**config.mk**
```make
export PLATFORM = sky130hd
export DESIGN_NAME = fetch_unit
export DESIGN_NICKNAME = d
export VERILOG_FILES = /design/src/rtl/fetch_pkg.sv /design/src/rtl/fetch_fifo.sv /design/src/rtl/fetch_unit.sv
export SDC_FILE = /design/constraint.sdc
export NUM_CORES = 1
export LEC_CHECK = 0
export ABC_AREA = 1
export CAP_MARGIN = 20
export CORE_MARGIN = 3
export CORE_UTILIZATION = 35
export CTS_BUF_LIST = sky130_fd_sc_hd__clkbuf_16
export DETAILED_ROUTE_END_ITERATION = 16
export PLACE_DENSITY = 0.57
export SETUP_SLACK_MARGIN = 0.05
export SLEW_MARGIN = 20
export SYNTH_ARGS = -nofsm -noshare
export SYNTH_HDL_FRONTEND = slang
export SYNTH_SLANG_ARGS = --single-unit
```
**constraint.sdc**
```tcl
create_clock -name clk -period 3.6 [get_ports clk]
set_clock_uncertainty 0.1 [all_clocks]
set_input_delay 0.72 -clock clk [delete_from_list [all_inputs] [get_ports clk]]
set_output_delay 0.72 -clock clk [all_outputs]
set_load 0.02 [all_outputs]
```
**src/rtl/fetch_pkg.sv**
```systemverilog
// Shared types and constants for the instruction fetch stage.
package fetch_pkg;

    typedef struct packed {
        logic [31:0] pc;
        logic [31:0] inst;
    } fetch_entry_t;

    localparam logic [31:0] RESET_PC_DEFAULT = 32'h0000_0000;
    localparam logic [31:0] INST_NOP         = 32'h0000_0013;

endpackage

```
**src/rtl/fetch_fifo.sv**
```systemverilog
// Small synchronous FIFO of {pc, inst} entries with flush; flush wins over push and pop.
module fetch_fifo
    import fetch_pkg::*;
#(
    parameter int unsigned DEPTH = 2,
    localparam int unsigned CntW = $clog2(DEPTH) + 1
) (
    input  logic            clk_i,
    input  logic            rst_ni,
    input  logic            flush_i,
    input  logic            push_i,
    input  fetch_entry_t    data_i,
    input  logic            pop_i,
    output fetch_entry_t    data_o,
    output logic [CntW-1:0] count_o,
    output logic            empty_o,
    output logic            full_o
);

    localparam int unsigned AddrW = $clog2(DEPTH);

    fetch_entry_t    mem_q [DEPTH];
    fetch_entry_t    mem_d [DEPTH];
    logic [AddrW-1:0] wptr_q, wptr_d;
    logic [AddrW-1:0] rptr_q, rptr_d;
    logic [CntW-1:0]  count_q, count_d;
    logic             do_push, do_pop;

    always_comb begin
        empty_o = (count_q == '0);
        full_o  = (count_q == CntW'(DEPTH));
        data_o  = mem_q[rptr_q];
        count_o = count_q;
    end

    always_comb begin
        do_push = push_i && !full_o;
        do_pop  = pop_i && !empty_o;
        mem_d   = mem_q;
        wptr_d  = wptr_q;
        rptr_d  = rptr_q;
        count_d = count_q;
        if (flush_i) begin
            wptr_d  = '0;
            rptr_d  = '0;
            count_d = '0;
        end else begin
            if (do_push) begin
                mem_d[wptr_q] = data_i;
                wptr_d        = wptr_q + AddrW'(1);
            end
            if (do_pop) begin
                rptr_d = rptr_q + AddrW'(1);
            end
            count_d = count_q + CntW'(do_push) - CntW'(do_pop);
        end
    end

    always_ff @(posedge clk_i or negedge rst_ni) begin
        if (!rst_ni) begin
            mem_q   <= '{default: '0};
            wptr_q  <= '0;
            rptr_q  <= '0;
            count_q <= '0;
        end else begin
            mem_q   <= mem_d;
            wptr_q  <= wptr_d;
            rptr_q  <= rptr_d;
            count_q <= count_d;
        end
    end

endmodule

```
**src/rtl/fetch_unit.sv**
```systemverilog
// Instruction fetch: issues word-aligned requests, buffers in-order responses, hands
// {pc, inst} pairs to decode, and supports redirects that discard in-flight responses.
module fetch_unit
    import fetch_pkg::*;
#(
    parameter logic [31:0] RESET_PC = RESET_PC_DEFAULT,
    parameter int unsigned DEPTH    = 2
) (
    input  logic        clk,
    input  logic        rst_n,
    output logic        imem_req_valid,
    input  logic        imem_req_ready,
    output logic [31:0] imem_req_addr,
    input  logic        imem_rsp_valid,
    input  logic [31:0] imem_rsp_data,
    input  logic        redirect_valid,
    input  logic [31:0] redirect_pc,
    output logic        out_valid,
    input  logic        out_ready,
    output logic [31:0] out_inst,
    output logic [31:0] out_pc
);

    localparam int unsigned CntW = $clog2(DEPTH) + 1;
    localparam logic [CntW-1:0] DepthCnt = CntW'(DEPTH);

    logic [31:0]     pc_q, pc_d;
    logic [31:0]     rsp_pc_q, rsp_pc_d;
    logic [CntW-1:0] outstanding_q, outstanding_d;
    logic [CntW-1:0] drop_cnt_q, drop_cnt_d;

    logic [CntW-1:0] fifo_count, occupancy;
    logic            fifo_empty, fifo_full;
    logic            req_fire, push, pop;
    logic [31:0]     redirect_pc_aligned;
    fetch_entry_t    push_entry, head_entry;

    always_comb begin
        redirect_pc_aligned = {redirect_pc[31:2], 2'b00};
        out_valid           = !fifo_empty && !redirect_valid;
        pop                 = out_valid && out_ready;
        // Credit counts the slot freed by this cycle's pop so a zero-wait memory streams
        // one instruction per cycle.
        occupancy           = outstanding_q + fifo_count - CntW'(pop);
        imem_req_valid      = rst_n && !redirect_valid && (occupancy < DepthCnt);
        imem_req_addr       = pc_q;
        req_fire            = imem_req_valid && imem_req_ready;
        push                = imem_rsp_valid && (drop_cnt_q == '0) && !redirect_valid;
        push_entry          = '{pc: rsp_pc_q, inst: imem_rsp_data};
        out_inst            = head_entry.inst;
        out_pc              = head_entry.pc;
    end

    always_comb begin
        pc_d          = pc_q;
        rsp_pc_d      = rsp_pc_q;
        drop_cnt_d    = drop_cnt_q;
        outstanding_d = outstanding_q + CntW'(req_fire) - CntW'(imem_rsp_valid);
        if (redirect_valid) begin
            pc_d       = redirect_pc_aligned;
            rsp_pc_d   = redirect_pc_aligned;
            // Everything still in flight after this cycle belongs to the old stream.
            drop_cnt_d = outstanding_d;
        end else begin
            if (req_fire) begin
                pc_d = pc_q + 32'd4;
            end
            if (imem_rsp_valid) begin
                if (drop_cnt_q != '0) begin
                    drop_cnt_d = drop_cnt_q - CntW'(1);
                end else begin
                    rsp_pc_d = rsp_pc_q + 32'd4;
                end
            end
        end
    end

    always_ff @(posedge clk or negedge rst_n) begin
        if (!rst_n) begin
            pc_q          <= RESET_PC;
            rsp_pc_q      <= RESET_PC;
            outstanding_q <= '0;
            drop_cnt_q    <= '0;
        end else begin
            pc_q          <= pc_d;
            rsp_pc_q      <= rsp_pc_d;
            outstanding_q <= outstanding_d;
            drop_cnt_q    <= drop_cnt_d;
        end
    end

    fetch_fifo #(
        .DEPTH (DEPTH)
    ) u_fifo (
        .clk_i   (clk),
        .rst_ni  (rst_n),
        .flush_i (redirect_valid),
        .push_i  (push),
        .data_i  (push_entry),
        .pop_i   (pop),
        .data_o  (head_entry),
        .count_o (fifo_count),
        .empty_o (fifo_empty),
        .full_o  (fifo_full)
    );

    rsp_with_credit_a: assert property (@(posedge clk) disable iff (!rst_n)
        imem_rsp_valid |-> (outstanding_q != '0));

    push_never_full_a: assert property (@(posedge clk) disable iff (!rst_n)
        push |-> !fifo_full);

endmodule

```
==> flow_summary.toml, run 1 <==
[outcome]
status = "finished, final reports clean"

[route]
wire_per_inst_um = 15.4
vias = 8479
detail-route-antenna-nets = 0
drt_first_pass_iters = 5
routed_wl_mm = 26.9
drt_iter0_markers = 588
drcViolationCount = 0
via_per_inst = 4.84

[power]
p_per_area_nw_per_um2 = 672
clockPowerShare = 0.220
combPwrFrac = 0.386
p_leak_nw = 5.72
pwr-share-seq = 0.394
swShare = 0.363
vdd_ir_drop_max_v = 0.000336
power.internal_w = 0.00535
p_switching_w = 0.00305

[global_route]
grtUsageTotal = 0.178
grt_pass1_wl_mm = 43.7
grt_overflow = 0
grt_max_degree = 134
antenna_found_initial = 0
grt_pass1_vias = 8220

[synthesis]
muxShareOfSynthArea = 0.0702
synth-warning-count = 0
synth-compound-area-share = 0.0995
yosys.cell_types.count = 37
yosysSeqAreaShare = 0.483
syn_area_sq_um = 9940
syn_area_per_cell_sq_um = 8.15
yosys.area_share.simple = 0.241
synth_fa_ha_area_frac = 0.0101
synth_top_family_by_area = "simple AND/OR/NAND/NOR gates"
synthXorXnorAreaFrac = 0.0229
syn_inst = 1220
ys_seq_elements = 192

[finish]
nNetsFinal = 1440
final_area_sq_um = 12500
stdcell_count = 1753
drive_gt1_frac = 0.0895
syn2layout_area_growth_pct = 25.7
diodes = 0
final_common_cell = "nand2_1"
final_cell_mix = "370 x nand2_1, 191 x dfrtp_1, 159 x clkdlybuf4s50_1"

[die]
io_pins = 168
fp.coreArea_sq_um = 27900
rows = 61
dieHeight_um = 175
die_w_um = 175
die_area_sq_um = 30500
initial_core_util = 0.357

[clock_network]
holdBufCountCts = 0
cts_buffer_depth = 2
insertion_delay_ns = 0.43
cts_setup_buffers = 0
cts_root_buffer = "clkbuf_16"
clock-sinks = 192
cts_tree = "built"
cts_inserted_buffers = 17
h-tree-depth = 4
clk_pin_slew_ns = 0.07

[worst_hold_path]
min_path_type = "in2async"

[timing]
rsz0062_at_grt = "false"
slew_violations = 0
period_needed_ns = 3.21
slew_headroom = 0.502
max_freq_ghz = 0.312
worst_slew_pin_slew_ns = 0.748
hold_viol = 0
setup_viol = 0
setup_tns_ns = 0
fin_crit_sh = 0.891

[worst_setup_path]
endpoint_kind = "output port"
cp.required_ns = 2.78
r2r_start = "u_fifo.count_o[1]"
rr_worst_depth = 15
reg2reg_to = "imem_req_addr[16]"
worst-r2r-setup-slack_ns = 0.93
cp_max_fo = 49
start_kind = "register"
crit_type = "reg2out"
cp.arrival_ns = 2.39

[flow_run]
drv_cap = 0

[placed_design]
place_congestion = 0.864
hpwl_mm = 18.9
place_area_sq_um = 11900
portBuffers = 161
dp.cells = 1721
[sequential cells by signal, indices dropped and copies added, names as in the netlist]
register and count:
u_fifo.wptr_q 1, u_fifo.rptr_q 1, u_fifo.mem_q 124, u_fifo.count_o 2, drop_cnt_q 2, outstanding_q 2
rsp_pc_q 30, imem_req_addr 30
[final cells by class]
cell class / instances / area, sq um
Clock inverter: 15 / 135
Fill cell: 2785 / 15400
Timing Repair Buffer: 175 / 1810
Sequential cell: 192 / 4810
Clock buffer: 17 / 425
Multi-Input combinational cell: 866 / 4430
Tap cell: 378 / 473
Inverter: 110 / 413
[layer usage]
| layer | track usage | part of all wire | up-vias |
|---|---|---|---|
| met5 | 0 | 0 | - |
| met4 | 0.0552 | 0.022 | 0 |
| met3 | 0.0367 | 0.055 | 29 |
| met2 | 0.258 | 0.41 | 253 |
| met1 | 0.267 | 0.51 | 3967 |
| li1 | - | - | 4230 |
[stage by stage]
stage / hold WS [ns] / power, W / setup WS, ns / utilization
4_1_cts: 0.379 / 0.00849 / 0.0782 / 0.448
3_3_place_gp: 0.360 / 0.00656 / 0.0834 / 0.428
6_report: 0.332 / 0.00840 / 0.393 / 0.449
3_5_place_dp: 0.367 / 0.00661 / 0.0785 / 0.428
5_1_grt: 0.369 / 0.00897 / 0.292 / 0.449
2_1_floorplan: 0.324 / 0.00523 / 0.0781 / -
[cells by family after synthesis]
| logic type | after synthesis |
|---|---|
| simple gates | 584 |
| fa+ha+maj | 8 |
| buf+inv | 165 |
| other cells | 1 |
| compound gates | 182 |
| flops | 192 |
| mux | 62 |
| xor+xnor | 26 |
[worst max-delay path by stage]
stage	depth (start not counted)	to	slack [ns]	from
after CTS	13	imem_req_valid	0.08	redirect_valid
after detailed placement	13	imem_req_valid	0.08	redirect_valid
after global routing	3	out_pc[13]	0.29	u_fifo.rptr_q
after floorplan	20	drop_cnt_q[1]	0.08	redirect_valid
final	3	out_pc[15]	0.39	u_fifo.rptr_q
after global placement	13	imem_req_valid	0.08	redirect_valid
[power by group through the flow]
stage | clock network, W | logic (W) | registers (W)
finish | 0.00185 | 0.00324 | 0.00331
global placement | 0 | 0.00324 | 0.00332
detailed placement | 0 | 0.00327 | 0.00334
global route | 0.00198 | 0.00358 | 0.00341
CTS | 0.00189 | 0.00329 | 0.00331
floorplan | 0 | 0.00197 | 0.00327
[repair_timing]
action	CTS	global route
gates resized for setup	0	1
endpoints found under the setup margin	0	1
hold endpoints to repair	0	0
[Yosys cell counts]
master	count	area share
nand2_1	371	0.14
dfrtp_1	192	0.48
inv_1	109	0.041
nand3_1	94	0.047
o21ai_0	94	0.047
nor2_1	89	0.034
mux2_2	62	0.070
o21ai_1	47	0.024
buf_2	21	0.011
xor2_1	19	0.017
clkbuf_1	18	0.0068
a21oi_1	13	0.0065
o211ai_1	12	0.0091
ha_1	8	0.010
buf_4	7	0.0053
buf_6	7	0.0079
nor3_1	7	0.0035
xnor2_1	7	0.0062
o21bai_1	6	0.0045
nand4_1	5	0.0031
nand3b_1	4	0.0030
nor2_2	4	0.0025
o221ai_1	4	0.0035
and2_1	3	0.0019
o21ai_2	3	0.0026
nor2_4	2	0.0023
or2_2	2	0.0013
a21o_1	1	0.00076
a31oi_1	1	0.00063
buf_1	1	0.00038
clkbuf_2	1	0.00050
conb_1	1	0.00038
inv_2	1	0.00038
nand2_2	1	0.00063
nor3b_1	1	0.00076
o311ai_0	1	0.00088
or2_1	1	0.00063
[worst max-delay path, stage by stage (launching register included)]
cell and delay [ns]:
dfrtp_2 0.64, buf_12 0.34, mux2_2 0.38, clkdlybuf4s50_1 0.57
(Power assumes the default switching activity.)
==> run 2, diff against run 1 <==
--- a/config.mk
+++ b/config.mk
@@ -11,7 +11,7 @@
 export CORE_UTILIZATION = 35
 export CTS_BUF_LIST = sky130_fd_sc_hd__clkbuf_16
 export DETAILED_ROUTE_END_ITERATION = 16
-export PLACE_DENSITY = 0.57
+export PLACE_DENSITY_LB_ADDON = 0.05
 export SETUP_SLACK_MARGIN = 0.05
 export SLEW_MARGIN = 20
 export SYNTH_ARGS = -nofsm -noshare
==> run 2 against run 1 <==
  * Routed wire length increased by 0.98%
  * Maximum frequency up 1.9%
  * Non-clock buffer count up 2
  * Global-route usage grew 0.21 points
  * Largest cell class unchanged
  * Highest routed layer unchanged
==> flow_summary.toml, run 2 (synthesized netlist as in run 1, its figures left out) <==
[power]
p_per_area_nw_per_um2 = 673
power_w = 0.00844
vdd_ir_drop_max_v = 0.000291
p_leak_nw = 5.74

[die]
fp.coreArea_sq_um = 27900
die_area_sq_um = 30500
die_w_um = 175
initial_core_util = 0.357
dieHeight_um = 175
rows = 61
io_pins = 168

[worst_setup_path]
crit_buf_inv = 5
slowest_delay_ns = 0.42
path_common_cell = "nand2_1"
slowest_stage = "clkdlybuf4s50_1"
critical-path-top-delay-family = "buffers and inverters"
endpoint_kind = "output port"
crit_chain = "clkdlybuf4s50_1 -> a21oi_1 -> nand2_1 -> inv_1 -> ha_1 -> inv_1 -> nand2_1 -> nand2_1 -> nand2_1 -> nand2_1 -> nand3_1 -> inv_1 -> dlymetal6s2s_1"
crit_type = "in2out"
cp_max_fo = 2
start_kind = "input pin"
cp.arrival_ns = 2.33
cp.required_ns = 2.78

[clock_network]
cts_setup_buffers = 0
insertion_delay_ns = 0.43
cts_buffer_depth = 2
cts_tree = "built"
cts_root_buffer = "clkbuf_16"
cts_inserted_buffers = 17
clock-sinks = 192
clk_pin_slew_ns = 0.08
h-tree-depth = 4

[route]
vias = 8320
via_per_inst = 4.74
routed_wl_mm = 27.2
drcViolationCount = 0
drt_iter0_markers = 446
drt_first_pass_iters = 5
wire_per_inst_um = 15.5
detail-route-antenna-nets = 0

[global_route]
grt_max_degree = 145
antenna_found_initial = 0
grtUsageTotal = 0.180
grt_pass1_wl_mm = 44.1
grt_pass1_vias = 8206
grt_overflow = 0

[timing]
hold_slack_ns = 0.345
period_needed_ns = 3.15
slew_headroom = 0.472
hold_viol = 0
setup_viol = 0
rsz0062_at_grt = "false"
max_freq_ghz = 0.318
worst_slew_pin_slew_ns = 0.792
slew_violations = 0
setup_tns_ns = 0
fin_crit_sh = 0.875

[worst_hold_path]
min_path_type = "in2async"

[finish]
nNetsFinal = 1442
final_common_cell = "nand2_1"
regArea_sq_um = 4810
n_fill_cell = 2764
syn2layout_area_growth_pct = 26.1
largest_reg_flops = 124
final_cell_mix = "370 x nand2_1, 191 x dfrtp_1, 159 x clkdlybuf4s50_1"
diodes = 0
multi_input_area_sq_um = 4430
top_register = "u_fifo.mem_q"
drive_gt1_frac = 0.0908

[placed_design]
portBuffers = 161
place_congestion = 0.866
hpwl_mm = 19.2

[flow_run]
drv_cap = 0

[outcome]
status = "finished, final reports clean"
## run 2: path summary, 6_finish.rpt
check	cells after the start	endpoint	startpoint	slack [ns]
worst max register to register	15	imem_req_addr[16]	u_fifo.count_o[1]	0.87
min in group clk	2	u_fifo.mem_q[59]	u_fifo.mem_q[59]	0.38
worst min-delay path	2	u_fifo.mem_q[95]	rst_n	0.34
worst max-delay path	13	imem_req_valid	redirect_valid	0.45
max in group asynchronous	3	u_fifo.mem_q[60]	rst_n	1.83
worst min register to register	2	u_fifo.mem_q[59]	u_fifo.mem_q[59]	0.38
## run 2: where the power goes
part	internal, W	leakage [nW]	total [W]	switching, W
Combinational	0.00155	3.01	0.00325	0.00170
Clock	0.000980	0.282	0.00190	0.000917
Sequential	0.00283	2.45	0.00329	0.000453
## run 2: worst register-to-register path, stage by stage (launching register included)
cell,delay [ns]
dfrtp_1,0.42
inv_1,0.08
a21oi_1,0.19
nand2_1,0.09
inv_1,0.07
ha_1,0.21
inv_1,0.07
nand2_1,0.05
nand2_1,0.07
nand2_1,0.05
nand2_1,0.07
nand4_1,0.14
buf_4,0.24
inv_1,0.49
o21ai_0,0.21
nand3_1,0.11
## run 2: timing repair
item,in CTS,in global routing
setup endpoints to repair,0,1
gates resized for setup,0,1
hold buffers,0,0
## run 2: metal layers
layer | GRT usage | up-vias | routed length (um)
li1 | - | 4229 | -
met1 | 0.263 | 3904 | 13800
met2 | 0.280 | 171 | 12000
met3 | 0.0308 | 16 | 1070
met4 | 0.0449 | 0 | 305
met5 | 0 | - | 0
## run 2: through the flow
stage               cells   util  setup slack (ns)  cell area [sq um]
floorplan            1223      -            0.0781               9950
global placement     1723  0.429             0.105              12000
detailed placement   1723  0.429            0.0591              12000
CTS                  1755  0.450            0.0503              12500
global route         1755  0.450             0.277              12500
finish               1755  0.450             0.452              12500
## run 2: layout make-up
type                    count  share of cell area
flip-flops and latches    192               0.383
multi-input cells         866               0.354
clock inverters            15              0.0121
repair buffers            177               0.147
inverters                 110              0.0329
clock buffers              17              0.0339
well taps                 378              0.0377
==> run 3, diff against run 2 <==
--- a/config.mk
+++ b/config.mk
@@ -12,6 +12,7 @@
 export CTS_BUF_LIST = sky130_fd_sc_hd__clkbuf_16
 export DETAILED_ROUTE_END_ITERATION = 16
 export PLACE_DENSITY_LB_ADDON = 0.05
+export RECOVER_POWER = 100
 export SETUP_SLACK_MARGIN = 0.05
 export SLEW_MARGIN = 20
 export SYNTH_ARGS = -nofsm -noshare
==> run 3 against run 2 <==
  * Die area is the same
  * Clock power is essentially flat
  * Largest power group unchanged
  * Routed wire length fell by 0.28%
  * Global-route usage stayed put
  * Count of clock-buffer cells in the layout unchanged
  * Final cell count unchanged
  * Highest routed layer unchanged
  * Cell area decreased by 0.55%
==> flow_summary.toml, run 3 (synthesized netlist as in run 1, its figures left out) <==
[timing]
slew_violations = 0
worst_slew_pin_slew_ns = 1.33
fin_crit_sh = 0.931
hold_viol = 0
rsz0062_at_grt = "false"
hold_slack_ns = 0.379
setup_tns_ns = 0
setup_viol = 0
max_freq_ghz = 0.298
period_needed_ns = 3.35
slew_headroom = 0.111

[clock_network]
cts_tree = "built"
clock-sinks = 192
cts_buffer_depth = 2
cts_inserted_buffers = 17
clk_pin_slew_ns = 0.08
h-tree-depth = 4
cts_root_buffer = "clkbuf_16"
insertion_delay_ns = 0.44

[finish]
drive_gt1_frac = 0.0857
syn2layout_area_growth_pct = 25.4
nNetsFinal = 1442
stdcell_count = 1755
top_register = "u_fifo.mem_q"
final_common_cell = "nand2_1"
final_area_sq_um = 12500
final_cell_mix = "370 x nand2_1, 191 x dfrtp_1, 143 x o21ai_0"
diodes = 0
largest_reg_flops = 124

[global_route]
grt_max_degree = 145
grtUsageTotal = 0.180
grt_pass1_wl_mm = 44.1
antenna_found_initial = 0
grt_pass1_vias = 8206
grt_overflow = 0

[worst_setup_path]
cp_max_fo = 49
crit_type = "reg2out"
slowest_stage = "clkbuf_4"
start_kind = "register"
rr_worst_depth = 15
endpoint_kind = "output port"
crit_chain = "clkbuf_4 -> mux2_2 -> clkdlybuf4s50_1"
crit_end = "out_pc[18]"
slowest_delay_ns = 0.65
reg2reg_to = "imem_req_addr[15]"
r2r_start = "u_fifo.count_o[1]"
worst-r2r-setup-slack_ns = 0.74
cp.required_ns = 2.78
cp.arrival_ns = 2.53
crit_start = "u_fifo.rptr_q"

[die]
die_area_sq_um = 30500
io_pins = 168
dieHeight_um = 175
rows = 61
fp.coreArea_sq_um = 27900
die_w_um = 175
initial_core_util = 0.357

[power]
power.internal_w = 0.00531
p_per_area_nw_per_um2 = 670
pwr-share-seq = 0.393
p_leak_nw = 5.74
swShare = 0.365
clockPowerShare = 0.227
combPwrFrac = 0.380
vdd_ir_drop_max_v = 0.000293
power_w = 0.00835
p_switching_w = 0.00305

[route]
detail-route-antenna-nets = 0
routed_wl_mm = 27.1
drt_iter0_markers = 437
wire_per_inst_um = 15.4
vias = 8345
drt_first_pass_iters = 5
via_per_inst = 4.75
drcViolationCount = 0

[placed_design]
place_congestion = 0.866
dp.cells = 1723
portBuffers = 161
hpwl_mm = 19.2
place_area_sq_um = 12000

[worst_hold_path]
min_path_type = "reg2reg"

[flow_run]
drv_cap = 0

[outcome]
status = "finished, final reports clean"
## run 3: cell types whose count changed in the layout (fill, tap and decap cells not counted), moves of 3 or more
cell / change
buf_4: -5
clkbuf_2: +4
clkdlybuf4s50_1: -34
dlygate4sd3_1: +34
o21ai_0: +49
o21ai_1: -46
o21ai_2: -3
## run 3: cell type report
type	count	area [sq um]
inverter	110	413
timing repair buffer	177	1790
fill	2775	15400
clock buffer	17	425
tap	378	473
clock inverter	15	151
sequential	192	4810
multi-input combinational	866	4410
## run 3: worst max-delay path, delay by kind of cell (launching register included)
kind	cells	cell delay [ns]
muxes	1	0.41
buffers and inverters	2	1.24
DFF	1	0.40
## run 3: power groups by stage
stage | registers [W] | clock network (W) | logic, W
final | 0.00328 | 0.00190 | 0.00317
after global routing | 0.00338 | 0.00205 | 0.00351
after CTS | 0.00329 | 0.00195 | 0.00331
after detailed placement | 0.00332 | 0 | 0.00329
after global placement | 0.00331 | 0 | 0.00327
after floorplan | 0.00327 | 0 | 0.00197
## run 3: routing by layer
layer	wire length, um	vias to the layer above	GRT usage
met2	12100	196	0.280
met4	304	0	0.0449
li1	-	4228	-
met5	0	-	0
met1	13500	3904	0.263
met3	1210	17	0.0308
## run 3: worst min path at each step
stage	depth (start not counted)	end	from	slack [ns]
2_1_floorplan	0	drop_cnt_q[0]	rst_n	0.32
3_3_place_gp	2	u_fifo.mem_q[26]	u_fifo.mem_q[26]	0.36
3_5_place_dp	2	u_fifo.mem_q[42]	u_fifo.mem_q[42]	0.37
4_1_cts	2	u_fifo.mem_q[29]	rst_n	0.35
5_1_grt	2	u_fifo.mem_q[63]	u_fifo.mem_q[63]	0.40
6_report	2	u_fifo.mem_q[59]	u_fifo.mem_q[59]	0.38
## run 3: repair_timing
action | 4_1_cts | 5_1_grt
resized for setup | 0 | 1
buffers inserted | 0 | 0
endpoints found under the setup margin | 0 | 1
hold buffers | 0 | 0
hold endpoints to repair | 0 | 0
## run 3: per-stage QoR
stage           util  setup slack (ns)
6_report       0.448             0.250
4_1_cts        0.450            0.0503
3_3_place_gp   0.429             0.105
3_5_place_dp   0.429            0.0591
5_1_grt        0.448             0.154
2_1_floorplan      -            0.0781
